### src/rtl/btn_conditioner.sv
// Input-side front end for the board game FSM.
//
// Turns the five raw push-buttons into debounced levels plus a one-cycle press pulse, and the
// sixteen raw slide switches into two-flop synchronized copies. Every input bit first goes
// through a 2-flop synchronizer; each button then feeds its own independent debounce FSM.
//
// Ports:
//   clk        in   1   system clock, all logic on posedge
//   reset      in   1   synchronous, active-high reset
//   btn_raw    in   5   raw buttons (asynchronous): [0] center, [1] top, [2] bottom,
//                       [3] left, [4] right
//   sw_raw     in  16   raw slide switches (asynchronous)
//   btn_level  out  5   debounced button level, bit order as btn_raw
//   btn_pulse  out  5   one-cycle pulse per accepted press, bit order as btn_raw
//   sw_sync    out 16   synchronized switches (2-edge latency, no debounce)
module btn_conditioner #(
    parameter int unsigned DEBOUNCE_CYCLES = 1000000,
    parameter int unsigned CNT_WIDTH       = 20
) (
    input  logic        clk,
    input  logic        reset,
    input  logic [4:0]  btn_raw,
    input  logic [15:0] sw_raw,
    output logic [4:0]  btn_level,
    output logic [4:0]  btn_pulse,
    output logic [15:0] sw_sync
);

    // Terminal count: a new value is accepted on the edge that finds cnt at this value.
    localparam logic [CNT_WIDTH-1:0] CntLast = CNT_WIDTH'(DEBOUNCE_CYCLES - 1);

    typedef enum logic [1:0] {
        StReleased,
        StPressWait,
        StPressed,
        StReleaseWait
    } btn_state_e;

    // ------------------------------------------------------------------------------------------
    // Two-flop synchronizers for every asynchronous input bit
    // ------------------------------------------------------------------------------------------
    logic [4:0]  btn_s1_q, btn_s2_q;
    logic [15:0] sw_s1_q, sw_s2_q;

    always_ff @(posedge clk) begin
        if (reset) begin
            btn_s1_q <= '0;
            btn_s2_q <= '0;
            sw_s1_q  <= '0;
            sw_s2_q  <= '0;
        end else begin
            btn_s1_q <= btn_raw;
            btn_s2_q <= btn_s1_q;
            sw_s1_q  <= sw_raw;
            sw_s2_q  <= sw_s1_q;
        end
    end

    assign sw_sync = sw_s2_q;

    // ------------------------------------------------------------------------------------------
    // Per-button debounce FSMs, fully independent of each other
    // ------------------------------------------------------------------------------------------
    for (genvar k = 0; k < 5; k++) begin : g_btn
        btn_state_e           state_q, state_d;
        logic [CNT_WIDTH-1:0] cnt_q, cnt_d;
        logic                 pulse_q, pulse_d;

        always_ff @(posedge clk) begin
            if (reset) begin
                state_q <= StReleased;
                cnt_q   <= '0;
                pulse_q <= 1'b0;
            end else begin
                state_q <= state_d;
                cnt_q   <= cnt_d;
                pulse_q <= pulse_d;
            end
        end

        // Any reversal of the synchronized input while waiting abandons the transition; the
        // next attempt starts again from cnt = 0.
        always_comb begin
            state_d = state_q;
            cnt_d   = cnt_q;
            pulse_d = 1'b0;
            unique case (state_q)
                StReleased: begin
                    if (btn_s2_q[k]) begin
                        state_d = StPressWait;
                        cnt_d   = '0;
                    end
                end
                StPressWait: begin
                    if (!btn_s2_q[k]) begin
                        state_d = StReleased;
                    end else if (cnt_q == CntLast) begin
                        state_d = StPressed;
                        pulse_d = 1'b1;
                    end else begin
                        cnt_d = cnt_q + 1'b1;
                    end
                end
                StPressed: begin
                    if (!btn_s2_q[k]) begin
                        state_d = StReleaseWait;
                        cnt_d   = '0;
                    end
                end
                StReleaseWait: begin
                    // Returning to PRESSED is a bounce, not a new press: no pulse.
                    if (btn_s2_q[k]) begin
                        state_d = StPressed;
                    end else if (cnt_q == CntLast) begin
                        state_d = StReleased;
                    end else begin
                        cnt_d = cnt_q + 1'b1;
                    end
                end
                default: begin
                    state_d = StReleased;
                    cnt_d   = '0;
                end
            endcase
        end

        // Level is high in both states where the press has been accepted.
        assign btn_level[k] = (state_q == StPressed) || (state_q == StReleaseWait);
        assign btn_pulse[k] = pulse_q;
    end

endmodule

### config.mk
export PLATFORM = sky130hd
export DESIGN_NAME = btn_conditioner
export DESIGN_NICKNAME = d
export VERILOG_FILES = /design/src/rtl/btn_conditioner.sv
export SDC_FILE = /design/constraint.sdc
export NUM_CORES = 1
export LEC_CHECK = 0
export CAP_MARGIN = 20
export CORE_MARGIN = 1.5
export CORE_UTILIZATION = 60
export CTS_CLUSTER_DIAMETER = 60
export DETAILED_ROUTE_END_ITERATION = 10
export DONT_BUFFER_PORTS = 1
export GPL_TIMING_DRIVEN = 0
export PLACE_DENSITY = 0.76
export SKIP_CTS_REPAIR_TIMING = 1
export SLEW_MARGIN = 10
export SYNTH_ARGS = -nofsm -noshare
export SYNTH_HDL_FRONTEND = slang
export SYNTH_SLANG_ARGS = --single-unit
### constraint.sdc
create_clock -name clk -period 5.4 [get_ports clk]
set_input_delay 0.81 -clock clk [delete_from_list [all_inputs] [get_ports clk]]
set_output_delay 0.81 -clock clk [all_outputs]
set_load 0.02 [all_outputs]
# Word-level counts from Yosys, hierarchy flattened
# Cells that the tools add are included.
# word_totals
reg_bits	157
out_inout_bits	26
elab_cells	179
# classes
add_sub_neg	5
n_eq_ne	50
n_mux	70
bitwise_logic	10
n_reduce_logical	25
# ops
op	count
$mux 20	25
$pmux 20 s4	5
$add 20x1->20 const B	5
$eq 20x20->1 const B	5
$mux 2	30
$ne 2x2->1 const B	20
$pmux 2 s4	5
$reduce_and 4->1	10
$ne 3x3->1 const B	10
$eq 2x2->1 const B	10
$reduce_or 3->1	5
$eq 2x1->1 const B	5
$logic_not 2->1	5
$not 1->1	10
$logic_or 1x1->1	5
$mux 1	5

# Depth between registers and ports, before layout
# Gate-level depths: netlist (run 1).
# logic_depth
depth_word	4
mapped_depth	8

# Worst setup path after synthesis (run 1)
# Ideal clock, no wire load.
# synth_path
path_type	register -> register
start	register g_btn[1].cnt_q[12]
end	register g_btn[1].cnt_q[8]
setup_ns	0.091
t_arrival_ns	1.882
required_time_ns	5.309
path_slack_ns	3.427
stages_incl_launch_ff	8
synth_period_minus_slack_ns	1.973
path_cell_list	dfxtp_1 or4b_4 nor4_4 and4_1 buf_6 buf_12 nor2_2 a311oi_1
# synth_via
elab_chain_cells	4
word_cells_on_any_way	5
# synth_rtl
element	line_no	text
start, declared	66	logic [CNT_WIDTH-1:0] cnt_q, cnt_d;
start signal, assigned	76	cnt_q <= cnt_d;
$eq 20x20->1 *	97, 114	
$mux 20 *	--	
$mux 20, on equally long branches	--	
$pmux 20 s4 *	--	
# Every way passes the cells marked *; elsewhere a longest branch is shown, timed or not. The select of a mux whose other input is x is not followed.
# A chain may end at the register's enable or synchronous reset.

# Final worst setup path (run 1)
# layout_path
start	register g_btn[0].cnt_q[8]
end	register g_btn[0].cnt_q[0]
# layout_via
elab_chain_cells	4
word_cells_on_any_way	5
# layout_rtl
element	line_no
start, declared	66
start signal, assigned	76
$eq 20x20->1 *	97, 114
$mux 20 *	--
$mux 20, on equally long branches	--
$pmux 20 s4 *	--
# Marked as above.

==> flow_summary.json, run 1 <==
{
  "criticalPathCategory": "flop to flop",
  "synth_common_cells": "dfxtp_1 (157), nor2_1 (77), nand2_1 (53)",
  "placedCellCount": 895,
  "ff_latch_area_um2": 3143,
  "overflow": 0,
  "slew_viol_final": 0,
  "fillers": 879,
  "final_layout_size_suffix_gt1_frac": 0.07751,
  "cts-buffers-inserted": 17,
  "end_kind": "flop",
  "die_area_um2": 11870,
  "clkTransAtPathRegs_ns": 0.07,
  "cp-start-kind": "flop",
  "rsz0062_at_grt": "false",
  "drv_cap": 0,
  "setup_viol": 0,
  "reg2reg_depth": 6,
  "ios": 49,
  "power_leakage_nw": 2.563,
  "period_needed_ns": 2.305,
  "synth_flop_cell": "dfxtp_1",
  "wl_um": 14220,
  "die_y_um": 108.9,
  "power_per_cell_area_nw_per_um2": 320.2,
  "multiInputGateArea_um2": 3357,
  "cts_tree": "done",
  "yosysTopAreaCell": "dfxtp_1",
  "track_usage": 0.2564,
  "place_hpwl_um": 9773,
  "via_per_inst": 5.980,
  "core_area_um2": 10890,
  "hp-class": "primary input to flop",
  "synth-edff-count": 0,
  "initial_utilization": 0.6185,
  "required_ns": 5.81,
  "ys_async_sr_fraction": 0,
  "grt_pass1_vias": 5221,
  "syn-num-nets": 783,
  "timing.final.crit_share": 0.4268,
  "gp_congestion": 0.8584,
  "layout.nets": 802,
  "hold_violations": 0,
  "htreeDepth": 4,
  "yosys_warnings": 0,
  "ys_ff_latch": 157,
  "cts_max_path_buffers": 2,
  "placed_area_um2": 6909,
  "relSlewSlack": 0.3706,
  "min_delay_path_depth": 1,
  "ir_drop_mv": 0.2661,
  "tightest_slew_ns": 0.9355,
  "outcome": "finished clean",
  "synth_top_area_share": 0.4667,
  "postRouteAntennaNets": 0,
  "drc": 0,
  "antenna_found_initial": 1,
  "cts_root_buffer": "clkbuf_8",
  "yosysSeqAreaShare": 0.4667,
  "crit_fanout": 10,
  "ys_types": 58,
  "grt_pass1_wl_um": 23880,
  "area_delta_synth_final_pct": 11.13,
  "firstDrtPassIters": 5,
  "final_cells": 928,
  "arrival_ns": 2.71,
  "grt_max_degree": 17,
  "avgSynthCellArea_um2": 8.919,
  "clk_latency_ns": 0.53,
  "port_buffers": 0,
  "synth.area.top_cells": "dfxtp_1 (47%), nor2_1 (4.3%), nor2b_1 (4.0%), or3_1 (3.3%), nand3_1 (3.1%)",
  "tns_ns": 0,
  "synthCells": 755,
  "fp-row-count": 38,
  "die_w_um": 108.9,
  "drt-initial-drc-count": 247,
  "netlist_area_um2": 6734,
  "skew_ns": 0.006974,
  "final_area_um2": 7483,
  "post_drt_wl_per_cell_um": 15.33,
  "via_count": 5549,
  "cts.sinks": 157,
  "yosysMostFrequentCell": "dfxtp_1",
  "fmaxAchievable_mhz": 433.9
}
## registers in the layout, summed over array words and instances (netlist names), named ones only
signal	cells
g_btn.cnt_q	100
sw_s1_q	16
sw_sync	16
btn_s1_q	5
btn_s2_q	5
g_btn.pulse_q	5
g_btn.state_q	5
## logic make-up after synthesis
group / count (synthesis) / synth area share
AOI/OAI and AO/OA: 112 / 0.1002
and+or+nand+nor: 376 / 0.3094
xor gates and xnor gates: 49 / 0.06485
muxes: 10 / 0.01486
adders and majority gates: 5 / 0.009290
DFF: 157 / 0.4667
buffers and inverters: 46 / 0.03474
## critical path: stages, from the launching register on
cell,delay [ns]
dfxtp_1,0.36
nor4b_1,0.32
nand4_1,0.22
o31ai_1,0.61
clkbuf_1,0.39
mux2i_1,0.23
nor2_1,0.05
## final cells by class
class / instances / share of cell area
Multi-Input combinational cell: 552 / 0.4486
Clock buffer: 19 / 0.05902
Tap cell: 140 / 0.02341
Buffer: 38 / 0.02725
Antenna cell: 1 / 0.0003344
Inverter: 8 / 0.004013
Sequential cell: 157 / 0.4200
Clock inverter: 13 / 0.01739
## cell usage in the layout, fill, tap and decap left out, types with 7 or more instances in the layout
master       n
inv_1        8
nand3_1     42
dfxtp_1    157
and4_1      13
and3_1       8
o211ai_1    12
buf_4        7
or4_1       19
nor4_1      11
nor2b_1     43
or3_1       35
and2_1       9
mux2i_1     10
clkbuf_16   16
clkbuf_1    22
nand2_1     53
nand4_1     25
o21ai_0     32
nor2_1      77
nor3_1      15
xor2_1      24
xnor2_1     24
a21oi_1     39
## final timing paths
check | startpoint | endpoint | slack [ns]
setup / recovery | g_btn[0].cnt_q[8]$_SDFFE_PP0P_ | g_btn[0].cnt_q[0]$_SDFFE_PP0P_ | 3.10
hold / removal | sw_raw[5] | sw_s1_q[5]$_SDFF_PP0_ | 0.40
setup reg to reg | g_btn[0].cnt_q[8]$_SDFFE_PP0P_ | g_btn[0].cnt_q[0]$_SDFFE_PP0P_ | 3.10
hold reg to reg | sw_s1_q[7]$_SDFF_PP0_ | sw_sync[7]$_SDFF_PP0_ | 0.44
## power breakdown
part	total [W]	switching (W)	leakage, nW	internal (W)
logic	0.0000597	0.0000412	1.01	0.0000185
registers	0.00119	0.0000137	1.27	0.00117
clock network	0.00115	0.000501	0.279	0.000648
total	0.00240	0.000556	2.56	0.00184
## per-layer routing
| layer | vias up | part of all wire | wire [um] | global-route usage |
|---|---|---|---|---|
| met1 | 2635 | 0.44 | 6328 | 0.3131 |
| met4 | 0 | 0.013 | 189 | 0.08083 |
| li1 | 2749 | - | - | - |
| met3 | 21 | 0.064 | 907 | 0.09863 |
| met5 | - | 0 | 0 | 0 |
| met2 | 144 | 0.48 | 6798 | 0.4165 |
## stage by stage
step                  util  worst slack [ns]  power, W  hold slack (ns)
finish              0.6873             3.095  0.002396           0.3984
global route        0.6873             2.921  0.002474           0.3823
CTS                 0.6871             3.146  0.002412           0.3814
detailed placement  0.6346             2.931  0.001273           0.4276
global placement    0.6346             3.011  0.001271           0.4150
floorplan                -             3.427  0.001254           0.4138
Power figures use the tool's default switching activity.
==> run 2: changes to the inputs <==
--- a/config.mk
+++ b/config.mk
@@ -7,12 +7,12 @@
 export LEC_CHECK = 0
 export CAP_MARGIN = 20
 export CORE_MARGIN = 1.5
-export CORE_UTILIZATION = 60
+export CORE_UTILIZATION = 57
 export CTS_CLUSTER_DIAMETER = 60
 export DETAILED_ROUTE_END_ITERATION = 10
 export DONT_BUFFER_PORTS = 1
 export GPL_TIMING_DRIVEN = 0
-export PLACE_DENSITY = 0.76
+export PLACE_DENSITY = 0.75
 export SKIP_CTS_REPAIR_TIMING = 1
 export SLEW_MARGIN = 10
 export SYNTH_ARGS = -nofsm -noshare
==> constraint.sdc (replaced) <==
create_clock -name clk -period 1.9 [get_ports clk]
set_input_delay 0.285 -clock clk [delete_from_list [all_inputs] [get_ports clk]]
set_output_delay 0.285 -clock clk [all_outputs]
set_load 0.02 [all_outputs]
==> flow_summary.json, run 2 (synthesis gave the netlist of run 1 again) <==
{
  "initial_utilization": 0.5872,
  "largest_register_ffs": 100,
  "reg2reg_slack_ns": -0.27,
  "dpl_worst_slack_ns": -0.3833,
  "cp-start-kind": "flop",
  "core_area_um2": 11470,
  "tightest_slew_ns": 0.6589,
  "via_count": 5870,
  "worst_slack_ns": -0.2737,
  "via_per_inst": 6.096,
  "min_delay_path_depth": 1,
  "power_per_cell_area_nw_per_um2": 856.4,
  "skew_ns": 0.008375,
  "cts.sinks": 157,
  "drt-initial-drc-count": 390,
  "clk_latency_ns": 0.43,
  "htreeDepth": 4,
  "required_ns": 2.26,
  "track_usage": 0.2391,
  "power_leakage_nw": 2.859,
  "area_delta_synth_final_pct": 24.38,
  "port_buffers": 0,
  "violations": "negative hold slack, negative setup slack",
  "worst_hold_path.endpoint": "sw_s1_q[15]$_SDFF_PP0_",
  "tns_ns": -4.457,
  "hp-start": "sw_raw[15]",
  "ir_drop_mv": 0.7871,
  "die_area_um2": 12470,
  "relSlewSlack": 0.5574,
  "r2r-end": "g_btn[4].cnt_q[15]$_SDFFE_PP0P_",
  "drv_cap": 0,
  "place_hpwl_um": 9961,
  "post_drt_wl_per_cell_um": 16.99,
  "overflow": 0,
  "final_cell_mix": "dfxtp_1 (137), nor2_1 (74), nand2_1 (51), nor2b_1 (43), nand3_1 (40)",
  "fmaxAchievable_mhz": 460.1,
  "largest_register": "g_btn.cnt_q",
  "postRouteAntennaNets": 0,
  "cts_tree": "done",
  "cts-buffers-inserted": 17,
  "hp-class": "primary input to flop",
  "outcome": "complete, but fails checks",
  "grt_pass1_vias": 5183,
  "final_cells": 963,
  "layout_commonest_cell": "dfxtp_1",
  "wl_um": 16360,
  "power_w": 0.007173,
  "arrival_ns": 2.54,
  "hold_violations": 4,
  "placedCellCount": 898,
  "clkTransAtPathRegs_ns": 0.06,
  "ios": 49,
  "layout.nets": 836,
  "rr_startpoint": "g_btn[4].cnt_q[6]$_SDFFE_PP0P_",
  "timing.final.crit_share": 1.144,
  "n_antenna_cell": 0,
  "end_kind": "flop",
  "period_needed_ns": 2.174,
  "grt_pass1_wl_um": 24230,
  "grt_max_degree": 17,
  "final_layout_size_suffix_gt1_frac": 0.2012,
  "antenna_found_initial": 0,
  "firstDrtPassIters": 5,
  "crit_fanout": 7,
  "setup_viol": 40,
  "slew_viol_final": 0,
  "cts_root_buffer": "clkbuf_16",
  "fp-row-count": 39,
  "die_w_um": 111.7,
  "hold_ws_ns": -0.01328,
  "rsz0062_at_grt": "true",
  "gp_congestion": 0.8661,
  "reg2reg_depth": 7,
  "cts_max_path_buffers": 2,
  "drc": 0,
  "criticalPathCategory": "flop to flop",
  "die_y_um": 111.7
}
## run 2: cell count changes in the layout (fill, tap and decap cells not counted), moves of 6 or more
cell,delta
o21ai_0,-7
buf_4,+16
o21ai_2,+6
dlygate4sd3_1,+12
dfxtp_2,+18
dfxtp_1,-20
clkbuf_1,-9
## run 2: layout make-up
cell class	count	area (um^2)
inverter	8	30.03
fill	768	3092
tap	143	178.9
timing repair buffer	37	370.4
clock inverter	14	193.9
buffer	34	227.7
sequential	157	3173
multi-input combinational	553	3776
clock buffer	17	425.4
## run 2: worst max-delay path by stage
stage / start / to / slack (ns) / cells after the start
2_1_floorplan: g_btn[1].cnt_q[8]$_SDFFE_PP0P_ / flop / -0.05 / 7
3_3_place_gp: g_btn[0].cnt_q[8]$_SDFFE_PP0P_ / g_btn[0].cnt_q[0]$_SDFFE_PP0P_ / -0.36 / 6
3_5_place_dp: g_btn[0].cnt_q[8]$_SDFFE_PP0P_ / g_btn[0].cnt_q[0]$_SDFFE_PP0P_ / -0.38 / 6
4_1_cts: g_btn[0].cnt_q[8]$_SDFFE_PP0P_ / g_btn[0].cnt_q[0]$_SDFFE_PP0P_ / -0.41 / 6
5_1_grt: g_btn[4].cnt_q[6]$_SDFFE_PP0P_ / g_btn[4].cnt_q[15]$_SDFFE_PP0P_ / -0.32 / 7
6_report: g_btn[4].cnt_q[6]$_SDFFE_PP0P_ / g_btn[4].cnt_q[15]$_SDFFE_PP0P_ / -0.27 / 7
## run 2: report_power, final
| part | internal [W] | switching (W) | total [W] |
|---|---|---|---|
| sequential | 0.00333 | 0.0000424 | 0.00338 |
| combinational | 0.0000988 | 0.000139 | 0.000238 |
| clock | 0.00219 | 0.00137 | 0.00356 |
| total | 0.00562 | 0.00155 | 0.00717 |
## run 2: stage by stage
| stage | instance area, um^2 | utilization |
|---|---|---|
| global route | 8376 | 0.7304 |
| detailed placement | 6942 | 0.6053 |
| global placement | 6942 | 0.6053 |
| floorplan | 6763 | - |
| CTS | 7561 | 0.6594 |
| finish | 8376 | 0.7304 |
## run 2: layer usage
metal  routed length (um)  GRT usage
met1                 6859     0.3031
met2                 8092     0.3858
met3                 1046    0.07186
met4                  363    0.09030
met5                    0          0
## run 2: critical path, stage by stage, from the launching register on
cell and delay (ns):
dfxtp_2 0.34, or4_1 0.53, or4_4 0.44, buf_8 0.15, o21ai_4 0.23, buf_6 0.16
o21ai_0 0.10, a21oi_1 0.15
==> run 3: changes to the inputs <==
--- a/config.mk
+++ b/config.mk
@@ -7,12 +7,11 @@
 export LEC_CHECK = 0
 export CAP_MARGIN = 20
 export CORE_MARGIN = 1.5
-export CORE_UTILIZATION = 57
+export CORE_UTILIZATION = 30
 export CTS_CLUSTER_DIAMETER = 60
 export DETAILED_ROUTE_END_ITERATION = 10
 export DONT_BUFFER_PORTS = 1
 export GPL_TIMING_DRIVEN = 0
-export PLACE_DENSITY = 0.75
 export SKIP_CTS_REPAIR_TIMING = 1
 export SLEW_MARGIN = 10
 export SYNTH_ARGS = -nofsm -noshare
==> flow_summary.json, run 3 (synthesis gave the netlist of run 1 again) <==
{
  "arrival_ns": 2.42,
  "wl_um": 15760,
  "core_area_um2": 21890,
  "die_w_um": 152.8,
  "power_per_cell_area_nw_per_um2": 825.8,
  "place_hpwl_um": 10180,
  "hp-class": "primary input to flop",
  "end_kind": "flop",
  "final_cell_mix": "dfxtp_1 (138), nor2_1 (75), nand2_1 (51), nor2b_1 (43), nand3_1 (40)",
  "largest_register": "g_btn.cnt_q",
  "ir_drop_mv": 0.6686,
  "reg2reg_slack_ns": -0.23,
  "period_needed_ns": 2.132,
  "grt_pass1_wl_um": 24100,
  "area_delta_synth_final_pct": 24.25,
  "reg2reg_depth": 7,
  "p_comb_frac": 0.034,
  "switching_power_w": 0.001521,
  "pwr-share-clk": 0.477,
  "layout.nets": 832,
  "wl_met1_um": 7671,
  "cp-start-kind": "flop",
  "timing.final.crit_share": 1.122,
  "cts.sinks": 157,
  "met3_length_um": 732,
  "placed_area_um2": 7113,
  "final_layout_size_suffix_gt1_frac": 0.1777,
  "power_w": 0.006910,
  "relSlewSlack": 0.5509,
  "initial_utilization": 0.3076,
  "via_count": 5510,
  "cp-startpoint": "g_btn[1].cnt_q[13]$_SDFFE_PP0P_",
  "fmaxAchievable_mhz": 469.1,
  "ios": 49,
  "violations": "negative hold slack, negative setup slack",
  "postRouteAntennaNets": 0,
  "die_y_um": 152.8,
  "drc": 0,
  "port_buffers": 0,
  "layout_commonest_cell": "dfxtp_1",
  "hold_violations": 6,
  "route.met2.wl_um": 7159,
  "setup_viol": 37,
  "hold_ws_ns": -0.01347,
  "clk_latency_ns": 0.43,
  "crit_fanout": 9,
  "grt_pass1_vias": 4783,
  "required_ns": 2.19,
  "outcome": "complete, but fails checks",
  "skew_ns": 0.01348,
  "final_area_um2": 8367,
  "cts_max_path_buffers": 2,
  "via_per_inst": 5.027,
  "cts_tree": "done",
  "antenna_found_initial": 0,
  "clkTransAtPathRegs_ns": 0.06,
  "htreeDepth": 4,
  "swShare": 0.2201,
  "largest_register_ffs": 100,
  "track_usage": 0.1268,
  "drv_cap": 0,
  "power.share.sequential": 0.488,
  "cts_root_buffer": "clkbuf_16",
  "tightest_slew_ns": 0.6737,
  "worst_slack_ns": -0.2319,
  "post_drt_wl_per_cell_um": 14.38,
  "fillers": 2203,
  "n_antenna_cell": 0,
  "gp_congestion": 0.7945,
  "slew_viol_final": 0,
  "cts-buffers-inserted": 17,
  "overflow": 0,
  "firstDrtPassIters": 4,
  "fp-row-count": 54,
  "highest_layer": "met4",
  "rsz0062_at_grt": "true",
  "die_area_um2": 23350,
  "criticalPathCategory": "flop to flop",
  "drt-initial-drc-count": 293,
  "grt_max_degree": 17,
  "p_int_w": 0.005389,
  "rr_startpoint": "g_btn[1].cnt_q[13]$_SDFFE_PP0P_",
  "power_leakage_nw": 2.810
}
[run 3: changes by cell type in the layout (fill, tap and decap cells not counted), sizes merged]
cell / before / now
bufinv: 4 / 2
dlygate4sd3: 12 / 11
clkbuf: 37 / 41
o21ai: 35 / 34
clkinvlp: 5 / 3
buf: 39 / 37
[run 3: worst min path at each step]
stage / cells past startpoint / endpoint / from / slack (ns)
3_5_place_dp: 1 / sw_s1_q[14]$_SDFF_PP0_ / sw_raw[14] / 0.42
5_1_grt: 1 / sw_s1_q[6]$_SDFF_PP0_ / sw_raw[6] / 0.0004
4_1_cts: 1 / sw_s1_q[14]$_SDFF_PP0_ / sw_raw[14] / -0.03
6_report: 1 / sw_s1_q[11]$_SDFF_PP0_ / sw_raw[11] / -0.01
2_1_floorplan: 1 / btn_s1_q[0]$_SDFF_PP0_ / btn_raw[0] / 0.41
3_3_place_gp: 1 / sw_s1_q[11]$_SDFF_PP0_ / sw_raw[11] / 0.41
[run 3: routing by layer]
| layer | vias to the layer above | track usage |
|---|---|---|
| met4 | 0 | 0.04396 |
| li1 | 2804 | - |
| met1 | 2607 | 0.1745 |
| met5 | - | 0 |
| met3 | 18 | 0.04225 |
| met2 | 81 | 0.1847 |
[run 3: worst max-delay path, cell delays in order, from the launching register on]
cell and delay (ns):
dfxtp_2 0.33, or4b_4 0.55, nor4_4 0.37, and4_1 0.26
buf_6 0.13, buf_12 0.12, mux2i_1 0.20, nor2_1 0.05
[run 3: metrics by stage]
step,setup slack (ns),instances,TNS [ns],util
2_1_floorplan,-0.04921,755,-0.1304,-
3_3_place_gp,-0.4198,1035,-12.11,0.3249
3_5_place_dp,-0.3906,1035,-12.21,0.3249
4_1_cts,-0.4161,1066,-13.89,0.3508
5_1_grt,-0.3175,1096,-8.610,0.3822
6_report,-0.2319,1096,-4.994,0.3822
[run 3: power by group through the flow]
stage	Clock (W)	Combinational (W)	Sequential (W)
2_1_floorplan	0	0.000126	0.00344
3_3_place_gp	0	0.000177	0.00345
3_5_place_dp	0	0.000180	0.00345
4_1_cts	0.00338	0.000181	0.00338
5_1_grt	0.00349	0.000259	0.00338
6_report	0.00330	0.000236	0.00337
[run 3: cell type report]
cell class,count,area (um^2),area share
plain buffers,34,227.7,0.02722
multi-input cells,552,3682,0.4401
repair buffers,34,336.6,0.04023
clock buffers,21,450.4,0.05384
inverters,8,30.03,0.003589
clock inverters,10,115.1,0.01376
flip-flops and latches,157,3174,0.3794
well taps,280,350.3,0.04187
